File: src/rtl/ma_pkg.sv
// ma_pkg: shared MA handshake types, widths and the source-count clamp
package ma_pkg;
  localparam int MA_DATA_W = 16;
  localparam int MA_ADDR_W = 16;
  typedef enum logic [2:0] {
    ST_IDLE,
    ST_COPY,
    ST_DRAIN,
    ST_ANSWER,
    ST_RELEASE
  } ma_state_t;
  function automatic logic [31:0] ma_clamp(input logic [31:0] what, input logic [31:0] count,
                                           input logic [31:0] depth);
    return (what >= depth) ? 32'd0 : (count < depth - what) ? count : depth - what;
  endfunction
endpackage

File: src/rtl/ma_rd_pipe.sv
// ma_rd_pipe: delays {valid, dst_addr} by the source read latency so it lines up with src_data
module ma_rd_pipe #(
  parameter int ADDR_W   = 16,
  parameter int READ_LAT = 1
) (
  input  logic              clk,
  input  logic              clr_n,
  input  logic              i_valid,
  input  logic [ADDR_W-1:0] i_addr,
  output logic              o_valid,
  output logic [ADDR_W-1:0] o_addr
);
  logic [READ_LAT-1:0] r_vld;
  logic [ADDR_W-1:0]   r_addr [READ_LAT];
  // shift one stage per clock; stage READ_LAT-1 meets the returning read data
  always_ff @(posedge clk or negedge clr_n) begin
    if (!clr_n) begin
      r_vld <= '0;
      for (int k = 0; k < READ_LAT; k++) r_addr[k] <= '0;
    end else begin
      r_vld[0]  <= i_valid;
      r_addr[0] <= i_addr;
      for (int k = 1; k < READ_LAT; k++) begin
        r_vld[k]  <= r_vld[k-1];
        r_addr[k] <= r_addr[k-1];
      end
    end
  end
  assign o_valid = r_vld[READ_LAT-1];
  assign o_addr  = r_addr[READ_LAT-1];
endmodule

File: src/rtl/ma_dump_responder.sv
// ma_dump_responder: copies a clamped block of the data segment to shared memory and answers the MA handshake
module ma_dump_responder
  import ma_pkg::*;
#(
  parameter int DATA_W    = MA_DATA_W,
  parameter int ADDR_W    = MA_ADDR_W,
  parameter int SRC_DEPTH = 1024,
  parameter int READ_LAT  = 1
) (
  input  logic              clk,
  input  logic              clr_n,
  input  logic              ma_request,
  input  logic [ADDR_W-1:0] MA_WHERE,
  input  logic [ADDR_W-1:0] MA_WHAT,
  input  logic [ADDR_W-1:0] MA_COUNT,
  output logic [DATA_W-1:0] MA_ANSWER,
  output logic              ma_answer,
  output logic [ADDR_W-1:0] src_addr,
  input  logic [DATA_W-1:0] src_data,
  output logic [ADDR_W-1:0] dst_addr,
  output logic [DATA_W-1:0] dst_data,
  output logic              dst_wren,
  output logic              busy
);
  ma_state_t         r_state, w_next;
  logic [ADDR_W-1:0] r_where, r_what, r_n, r_idx, r_drain;
  logic              r_dropped;
  logic [ADDR_W-1:0] w_n_eff;
  logic              w_wr_vld;
  logic [ADDR_W-1:0] w_wr_addr;
  assign w_n_eff = ADDR_W'(ma_clamp(32'(MA_WHAT), 32'(MA_COUNT), 32'(SRC_DEPTH)));
  // next state: copy runs to completion; a request dropped mid-copy skips the answer phase
  always_comb begin
    w_next = r_state;
    case (r_state)
      ST_IDLE:    if (ma_request) w_next = (w_n_eff == '0) ? ST_ANSWER : ST_COPY;
      ST_COPY:    if (r_idx == r_n - ADDR_W'(1)) w_next = ST_DRAIN;
      ST_DRAIN:   if (r_drain == ADDR_W'(READ_LAT - 1))
                    w_next = (r_dropped || !ma_request) ? ST_IDLE : ST_ANSWER;
      ST_ANSWER:  if (!ma_request) w_next = ST_RELEASE;
      ST_RELEASE: w_next = ST_IDLE;
      default:    w_next = ST_IDLE;
    endcase
  end
  // state register plus operand latch, issue/drain counters and drop tracking
  always_ff @(posedge clk or negedge clr_n) begin
    if (!clr_n) begin
      r_state   <= ST_IDLE;
      r_where   <= '0;
      r_what    <= '0;
      r_n       <= '0;
      r_idx     <= '0;
      r_drain   <= '0;
      r_dropped <= 1'b0;
    end else begin
      r_state <= w_next;
      if (r_state == ST_IDLE && ma_request) begin
        r_where   <= MA_WHERE;
        r_what    <= MA_WHAT;
        r_n       <= w_n_eff;
        r_idx     <= '0;
        r_drain   <= '0;
        r_dropped <= 1'b0;
      end
      if (r_state == ST_COPY) r_idx <= r_idx + ADDR_W'(1);
      if (r_state == ST_DRAIN) r_drain <= r_drain + ADDR_W'(1);
      if ((r_state == ST_COPY || r_state == ST_DRAIN) && !ma_request) r_dropped <= 1'b1;
    end
  end
  ma_rd_pipe #(.ADDR_W(ADDR_W), .READ_LAT(READ_LAT)) u_pipe (
    .clk     (clk),
    .clr_n   (clr_n),
    .i_valid (r_state == ST_COPY),
    .i_addr  (r_where + r_idx),
    .o_valid (w_wr_vld),
    .o_addr  (w_wr_addr)
  );
  assign src_addr  = (r_state == ST_COPY) ? r_what + r_idx : '0;
  assign dst_wren  = w_wr_vld;
  assign dst_addr  = w_wr_vld ? w_wr_addr : '0;
  assign dst_data  = w_wr_vld ? src_data : '0;
  assign ma_answer = (r_state == ST_ANSWER);
  assign MA_ANSWER = (r_state == ST_ANSWER) ? DATA_W'(r_n) : '0;
  assign busy      = (r_state != ST_IDLE);
endmodule

File: config.mk
export PLATFORM = sky130hd
export DESIGN_NAME = ma_dump_responder
export DESIGN_NICKNAME = d
export VERILOG_FILES = /design/src/rtl/ma_pkg.sv /design/src/rtl/ma_rd_pipe.sv /design/src/rtl/ma_dump_responder.sv
export SDC_FILE = /design/constraint.sdc
export NUM_CORES = 1
export LEC_CHECK = 0
export CAP_MARGIN = 20
export CORE_ASPECT_RATIO = 0.75
export CORE_MARGIN = 10
export CORE_UTILIZATION = 48
export CTS_CLUSTER_DIAMETER = 80
export CTS_CLUSTER_SIZE = 25
export DETAILED_ROUTE_END_ITERATION = 16
export PLACE_DENSITY_LB_ADDON = 0.3
export SYNTH_ARGS = -nofsm -noshare
export SYNTH_HDL_FRONTEND = slang
export SYNTH_SLANG_ARGS = --single-unit
File: constraint.sdc
create_clock -name clk -period 2.6 [get_ports clk]
set_input_delay 0.26 -clock clk [delete_from_list [all_inputs] [get_ports clk]]
set_output_delay 0.26 -clock clk [all_outputs]
set_load 0.01 [all_outputs]
# Word-level counts from Yosys, hierarchy flattened
# Index checks and enable logic that the tools add are counted.
[word_totals]
reg_bits = 101
input_bits = 67
output_inout_bits = 67
elab_cells = 56
[classes]
n_addsub = 6
magnitude_cmp = 2
n_eq_ne = 8
n_mux = 18
n_reduce_logical = 13
[ops]
columns = ["cell", "count"]
rows = [
  ["$mux 16", 9],
  ["$add 16x1->16 const B", 2],
  ["$add 16x16->16", 2],
  ["$logic_not 16->1", 2],
  ["$lt 16x32->1", 1],
  ["$sub 11x16->17 const A", 1],
  ["$eq 16x16->1", 1],
  ["$ge 16x11->1 const B", 1],
  ["$sub 16x1->16 const B", 1],
  ["$mux 3", 4],
  ["$pmux 3 s4", 1],
  ["$ne 2x2->1 const B", 4],
  ["$eq 3x2->1 const B", 2],
  ["$reduce_bool 2->1", 3],
  ["$mux 2", 2],
  ["$reduce_and 4->1", 1],
  ["$eq 3x1->1 const B", 1],
  ["$logic_not 3->1", 1],
  ["$reduce_bool 3->1", 1],
  ["$logic_and 1x1->1", 2],
  ["$logic_or 1x1->1", 2],
  ["$mux 1", 2],
  ["$logic_not 1->1", 1],
]

# Logic depth before layout (Yosys ltp)
# Gate-level depths: netlist of the first run.
[logic_depth]
depth_word = 8
mapped_depth = 18
ltp_nobuf = 16

# Hierarchy
# A second synthesis of the first run with hierarchy kept.
[unflattened]
cells_unflattened = 861
area_unflattened_um2 = 7130.6
[modules_own_cells]
columns = ["mod", "n_inst", "cells_per_inst", "area_per_inst_um2", "seq_area_each_um2"]
rows = [
  ["ma_dump_responder", 1, 844, 6705.2, 2102.0],
  ["ma_rd_pipe", 1, 17, 425.4, 425.4],
]

# Worst setup path before layout of the first run
# OpenSTA, ideal clock, no wires.
[synth_timing]
kind = "in2reg"
start = "input port MA_WHAT[0]"
end = "register r_n[10]"
setup_ps = 136
t_arrival_ps = 3359
required_time_ps = 2464
slack_ps = -895
stages = 18
n_path_buf = 2
path_cell_list = "inv_1 ha_1 or4b_1 nor3_1 nand2b_1 nand3b_1 xnor2_1 ha_1 a21oi_1 nand2_1 nor3_1 a211oi_1 o211ai_1 buf_2 clkbuf_1 nor2_1 a21oi_1 o21ai_0"
[synth_between]
elab_chain_cells = 4
word_cells_on_any_way = 5
cone_classes = "1 x add/sub; 2 x order compare; 2 x mux"
[synth_rtl]
columns = ["item", "line", "rtl"]
rows = [
  ["from (decl)", "ma_dump_responder.sv:14", "input logic [ADDR_W-1:0] MA_WHAT,"],
  ["$sub 11x16->17", "ma_pkg.sv:14", "return (what >= depth) ? 32'd0 : (count < depth - what) ? count : depth - what;"],
  ["$lt 16x32->1", "ma_pkg.sv:14", ""],
  ["$mux 16", "ma_pkg.sv:14", ""],
  ["$mux 16 (*)", "ma_pkg.sv:14", ""],
  ["to (signal assigned)", "ma_dump_responder.sv:60", "r_n <= w_n_eff;"],
  ["to (decl)", "ma_dump_responder.sv:26", "logic [ADDR_W-1:0] r_where, r_what, r_n, r_idx, r_drain;"],
]
# Every way passes the cells marked *; elsewhere a longest branch is shown, timed or not.
# A chain may end at the register's enable or synchronous reset.

# Worst setup path after layout of the first run
[layout_timing]
start = "register r_what[1]"
end = "output port src_addr[14]"
[layout_between]
elab_chain_cells = 2
[layout_rtl]
columns = ["item", "line", "rtl"]
rows = [
  ["from (decl)", "ma_dump_responder.sv:26", ""],
  ["from (signal assigned)", "ma_dump_responder.sv:50", "r_what <= '0;"],
  ["from (signal assigned)", "ma_dump_responder.sv:59", "r_what <= MA_WHAT;"],
  ["$add 16x16->16", "ma_dump_responder.sv:78", "assign src_addr = (r_state == ST_COPY) ? r_what + r_idx : '0;"],
  ["$mux 16", "ma_dump_responder.sv:78", ""],
  ["to (decl)", "ma_dump_responder.sv:18", "output logic [ADDR_W-1:0] src_addr,"],
]
# Every way passes these cells.

==> flow_metrics.py, run 1 <==
metrics = {
    "outcome": {
        "status": "finished with violations",
        "violations": "negative setup slack",
    },
    "synth": {
        "syn_area_per_cell_um2": 8.982,
        "syn_nets": 902,
        "synth_seq_cells": 101,
        "syn-cell-area_um2": 7033,
        "synth_area_leader_cell": "dfrtp_1",
        "ys.flop_type": "dfrtp_1",
        "ys_types": 65,
        "yosys_warnings": 0,
        "ys_async_sr_fraction": 1.000,
        "synthTopCellsByArea": "dfrtp_1 (36%), ha_1 (8.9%), xnor2_1 (4.9%), mux2_2 (4.8%), and2_1 (4.4%)",
        "yosysSeqAreaShare": 0.3594,
        "yosys.area.top_type_share": 0.3594,
        "synth_edf_count": 0,
        "synth_cells": 783,
    },
    "floorplanning": {
        "rows": 38,
        "die_h_um": 124.8,
        "fp.dieArea_um2": 19940,
        "initial_core_util": 0.4882,
        "ios": 134,
        "coreArea_um2": 14410,
        "fp.dieW_um": 159.8,
    },
    "worst_setup_path": {
        "rr_startpoint": "r_n[5]",
        "r2r_end": "r_state[0]",
        "ff2ff_path_depth": 9,
        "crit_family": "compound AO/OA/AOI/OAI gates",
        "slowest_delay_ns": 0.43,
        "crit_top_cell": "a31oi_2",
        "cp-end-kind": "output pin",
        "cp_num_buf_inv": 2,
        "start_kind": "flop",
        "critPathSlowestCell": "dfrtp_1",
        "worstPathRequired_ns": 2.34,
        "critPathKind": "reg2out",
        "r2r_setup_slack_ns": 0.01,
        "arrival_ns": 2.94,
        "cp_max_fo": 2,
        "path_cells": "buf_6 -> fa_2 -> a211oi_4 -> o21bai_2 -> a31oi_2 -> o21ai_2 -> o21ba_4 -> a31oi_2 -> xor2_1 -> nor2_1 -> buf_2",
    },
    "timing": {
        "max_freq_mhz": 312.8,
        "setup_violations": 25,
        "rsz0062_at_grt": "yes",
        "setup_ws_ns": -0.5965,
        "finalClockSkew_ns": 0.008846,
        "finalHoldViolations": 0,
        "fin_crit_sh": 1.229,
        "period_needed_ns": 3.197,
        "slew_violations": 0,
        "whs_ns": 0.1546,
        "worst_slew_pin_slew_ns": 0.6918,
        "slew_headroom": 0.5388,
    },
    "final_layout": {
        "drive_gt1_frac": 0.2758,
        "final_common_cell": "buf_4",
        "antennaDiodeCount": 0,
        "nNetsFinal": 1169,
        "final_cell_mix": "buf_4 (139), clkdlybuf4s50_1 (109), dfrtp_1 (98)",
        "synthToLayoutAreaGrowth_pct": 47.00,
    },
    "min_path": {
        "hp-start": "MA_WHAT[2]",
        "hold_end": "r_what[2]",
        "worstHoldPathCells": 2,
        "hold_class": "in2reg",
    },
    "detailed_routing": {
        "vias": 7201,
        "ant_nets": 0,
        "vias_per_cell": 5.738,
        "drtIter0Drc": 652,
        "routedWlPerCell_um": 18.86,
        "firstDrtPassIters": 6,
        "drcViolationCount": 0,
        "wl_um": 23670,
    },
    "cts": {
        "numCtsBuffers": 9,
        "max-clock-path-buffers": 2,
        "cts_tree": "yes",
        "clk_latency_ns": 0.37,
        "clk_pin_slew_ns": 0.07,
        "cts_max_level": 3,
        "cts_sinks": 101,
        "clock-root-buffer": "clkbuf_16",
    },
    "grt": {
        "grt_pass1_vias": 6816,
        "gr-total-overflow": 0,
        "antenna_found_initial": 0,
        "grtUsageTotal": 0.2160,
        "grt_max_degree": 58,
        "grt_pass1_wl_um": 35660,
    },
    "power": {
        "p_leak_nw": 4.639,
        "power_mw": 8.321,
        "peakVddDrop_mv": 0.4460,
        "p_per_area_nw_per_um2": 804.9,
    },
    "job": {
        "maxCapViolations": 0,
    },
    "placed_design": {
        "gp_congestion": 0.9212,
        "hpwl_um": 17030,
        "portBuffers": 133,
    },
}
==> logic make-up after synthesis <==
kind of cell    share of synthesized area
compound gates                     0.1596
xor+xnor                          0.06725
fa+ha+maj                         0.09465
buf+inv                           0.03113
flops                              0.3594
mux                               0.06013
simple gates                       0.2279
==> through the flow <==
stage,instance area [um2],setup TNS [ns],instances,setup slack [ns],util
2_1_floorplan,7139,-7.361,783,-0.4852,-
3_3_place_gp,9583,-22.42,1219,-1.175,0.6652
3_5_place_dp,9583,-24.76,1219,-1.307,0.6652
4_1_cts,10070,-10.57,1246,-0.5553,0.6989
5_1_grt,10340,-13.70,1255,-0.7133,0.7176
6_report,10340,-11.36,1255,-0.5965,0.7176
==> per-layer routing <==
layer / track usage / part of all wire
met4: 0.05011 / 0.031
met2: 0.3446 / 0.46
met5: 0 / 0
met3: 0.05746 / 0.079
met1: 0.2862 / 0.43
==> worst reg2reg max path: cells and delay by family (launching register included) <==
| kind | cells | cell delay [ns] |
|---|---|---|
| mux | 1 | 0.30 |
| compound gates | 2 | 0.48 |
| flops | 1 | 0.46 |
| buf+inv | 1 | 0.17 |
| simple gates | 5 | 1.08 |
==> power by group <==
group,total [mW],internal (mW),switching [mW]
combinational,4.42,2.29,2.13
sequential,2.45,2.06,0.392
clock,1.45,0.810,0.643
==> what timing repair did <==
item / in CTS / in global routing
setup buffers: 11 / 13
gates cloned: 1 / 0
gates resized for setup: 106 / 64
pin swaps: 41 / 48
endpoints found under the hold margin: 20 / 0
hold buffers: 1 / 0
endpoints found under the setup margin: 33 / 33
==> final cells by class <==
cell class | count | area, um2
repair buffers | 283 | 2449
clock inverters | 5 | 65.06
multi-input cells | 626 | 4657
fillers | 1058 | 4068
inverters | 29 | 133.9
flip-flops and latches | 101 | 2531
well taps | 200 | 250.2
clock buffers | 11 | 252.7
==> cells in the mapped netlist (all sizes together) (2+ instances only) <==
cell     count
nor3b        5
or3          5
nand2       65
inv         29
xnor2       39
nand3       36
buf          5
o31a         3
a32o         3
a21boi       2
or4          6
nor2b        7
o2111ai      3
nor4        18
a22o         2
nand2b       5
fa           2
nor2        60
nor3        17
o41ai        3
a211oi       7
dfrtp      101
a21oi       30
a31oi        7
nand3b       2
mux2i        7
o21bai       5
ha          50
o31ai        9
clkbuf      22
and3        14
o311ai       2
o211ai      13
and2        51
xor2        15
a211o        2
or2          4
o21ai       65
o21a         5
nand4        8
a21o         7
mux2        31
==> state kept, by name, indices dropped and copies added, names as in the netlist <==
| register | flops |
|---|---|
| r_drain | 16 |
| r_dropped | 1 |
| r_idx | 16 |
| r_n | 16 |
| r_state | 3 |
| r_what | 16 |
| r_where | 16 |
| u_pipe.o_addr | 16 |
| u_pipe.o_valid | 1 |
==> worst max path at each step <==
| stage | startpoint | to | slack [ns] | cells after the start |
|---|---|---|---|---|
| 2_1_floorplan | MA_WHAT[1] | r_n[7] | -0.49 | 18 |
| 3_3_place_gp | MA_WHAT[0] | r_n[9] | -1.17 | 17 |
| 3_5_place_dp | MA_WHAT[0] | r_n[9] | -1.31 | 17 |
| 4_1_cts | r_idx[0] | src_addr[14] | -0.56 | 11 |
| 5_1_grt | r_idx[0] | src_addr[15] | -0.71 | 11 |
| 6_report | r_what[1] | src_addr[14] | -0.60 | 11 |
No activity file was read; power rests on OpenSTA's default activity.
==> run 2: changes to the inputs <==
- SKIP_CTS_REPAIR_TIMING: default -> 1
==> flow_metrics.py, run 2 (same netlist as run 1, synthesis figures left out) <==
metrics = {
    "floorplanning": {
        "rows": 38,
        "initial_core_util": 0.4882,
        "ios": 134,
        "fp.dieW_um": 159.8,
        "fp.dieArea_um2": 19940,
        "die_h_um": 124.8,
        "coreArea_um2": 14410,
    },
    "timing": {
        "max_freq_mhz": 303.1,
        "fin_crit_sh": 1.269,
        "slew_violations": 0,
        "finalHoldViolations": 0,
        "setup_ws_ns": -0.6998,
        "setup_tns_ns": -13.99,
        "whs_ns": 0.3151,
        "finalClockSkew_ns": 0.008113,
        "setup_violations": 26,
        "worst_slew_pin_slew_ns": 0.6852,
        "period_needed_ns": 3.300,
        "slew_headroom": 0.5432,
        "rsz0062_at_grt": "yes",
    },
    "final_layout": {
        "drive_gt1_frac": 0.2493,
        "final_area_um2": 10210,
        "fillers": 1088,
        "final_cell_mix": "buf_4 (139), clkdlybuf4s50_1 (110), dfrtp_1 (98)",
        "final_common_cell": "buf_4",
        "fin_util": 0.7087,
        "final_cells": 1251,
        "synthToLayoutAreaGrowth_pct": 45.17,
        "antennaDiodeCount": 0,
        "nNetsFinal": 1165,
    },
    "worst_setup_path": {
        "cp-end-kind": "flop",
        "arrival_ns": 3.54,
        "critPathKind": "in2reg",
        "worstPathRequired_ns": 2.84,
        "start_kind": "input pin",
        "cp_max_fo": 13,
    },
    "min_path": {
        "hold_class": "in2reg",
    },
    "detailed_routing": {
        "firstDrtPassIters": 5,
        "wl_um": 22600,
        "vias_per_cell": 5.638,
        "ant_nets": 0,
        "routedWlPerCell_um": 18.06,
        "vias": 7053,
        "drtIter0Drc": 601,
        "drcViolationCount": 0,
    },
    "power": {
        "combPwrFrac": 0.523,
        "switchingPower_mw": 3.072,
        "p_clk_frac": 0.177,
        "peakVddDrop_mv": 0.4292,
        "seq_power_share": 0.300,
        "swShare": 0.3777,
        "p_leak_nw": 4.677,
        "p_int_mw": 5.060,
        "p_per_area_nw_per_um2": 796.5,
    },
    "placed_design": {
        "place_inst": 1219,
        "portBuffers": 133,
        "gp_congestion": 0.9212,
        "dpl-instance-area_um2": 9583,
        "hpwl_um": 17030,
    },
    "grt": {
        "grt_pass1_wl_um": 34810,
        "gr-total-overflow": 0,
        "grt_pass1_vias": 6702,
        "grt_max_degree": 58,
        "antenna_found_initial": 0,
        "grtUsageTotal": 0.2106,
    },
    "cts": {
        "clk_latency_ns": 0.36,
        "max-clock-path-buffers": 2,
        "clk_pin_slew_ns": 0.07,
        "clock-root-buffer": "clkbuf_16",
        "cts_tree": "yes",
        "cts_max_level": 3,
        "numCtsBuffers": 9,
        "cts_sinks": 101,
    },
    "outcome": {
        "status": "finished with violations",
        "violations": "negative setup slack",
    },
    "job": {
        "maxCapViolations": 0,
    },
}
==> run 2: changes by cell type in the layout (fill, tap and decap cells not counted), moves of 4 or more <==
| cell | change |
|---|---|
| a21oi_1 | +4 |
| buf_2 | -4 |
| dlymetal6s2s_1 | +9 |
| nor2_1 | +4 |
| nor2_2 | -4 |
| a21oi_2 | -4 |
==> run 2: final timing paths <==
| check | startpoint | endpoint | slack, ns | cells after the start |
|---|---|---|---|---|
| min in group asynchronous | clr_n | r_what[3] | 0.36 | 2 |
| max reg2reg | r_n[5] | r_state[0] | 0.02 | 9 |
| max | MA_WHAT[8] | r_n[12] | -0.70 | 16 |
| max in group asynchronous | clr_n | r_drain[13] | 1.59 | 3 |
| min | MA_WHAT[2] | r_what[2] | 0.32 | 2 |
| min reg2reg | r_drain[15] | r_drain[15] | 0.50 | 1 |
==> run 2: cell type report <==
type / instances / area, um2 / share of cell area
Clock buffer: 11 / 252.7 / 0.02475
Clock inverter: 5 / 65.06 / 0.006373
Inverter: 29 / 128.9 / 0.01262
Multi-Input combinational cell: 626 / 4552 / 0.4458
Sequential cell: 101 / 2531 / 0.2479
Tap cell: 200 / 250.2 / 0.02451
Timing Repair Buffer: 279 / 2430 / 0.2380
==> run 2: power by group through the flow <==
stage / registers, mW / clock network, mW / logic, mW
3_5_place_dp: 2.44 / 0 / 4.04
5_1_grt: 2.50 / 1.52 / 4.63
6_report: 2.44 / 1.44 / 4.25
3_3_place_gp: 2.43 / 0 / 3.95
2_1_floorplan: 2.31 / 0 / 2.36
4_1_cts: 2.41 / 1.46 / 4.07
==> run 2: per-stage QoR <==
stage	total power [mW]	worst slack, ns
3_5_place_dp	6.480	-1.307
3_3_place_gp	6.383	-1.175
6_report	8.132	-0.6998
5_1_grt	8.655	-0.8065
2_1_floorplan	4.672	-0.4852
4_1_cts	7.941	-1.038
==> run 2: per-layer routing <==
| metal | vias to the layer above | track usage | wire length (um) |
|---|---|---|---|
| li1 | 3351 | - | - |
| met1 | 3336 | 0.2815 | 9942 |
| met2 | 318 | 0.3337 | 10260 |
| met3 | 48 | 0.05383 | 1954 |
| met4 | 0 | 0.05065 | 442 |
| met5 | - | 0 | 0 |
==> run 2: critical path, cell delays in order <==
cell and delay (ns):
clkdlybuf4s50_1 0.44, or4_4 0.48, o41ai_4 0.28, nand2_1 0.17, xor2_2 0.22, inv_1 0.11, ha_4 0.29, nand3_1 0.08
nand2_2 0.11, nor3_2 0.06, a211oi_2 0.22, o211ai_1 0.12, buf_4 0.19, buf_8 0.15, buf_4 0.13, a32o_1 0.23
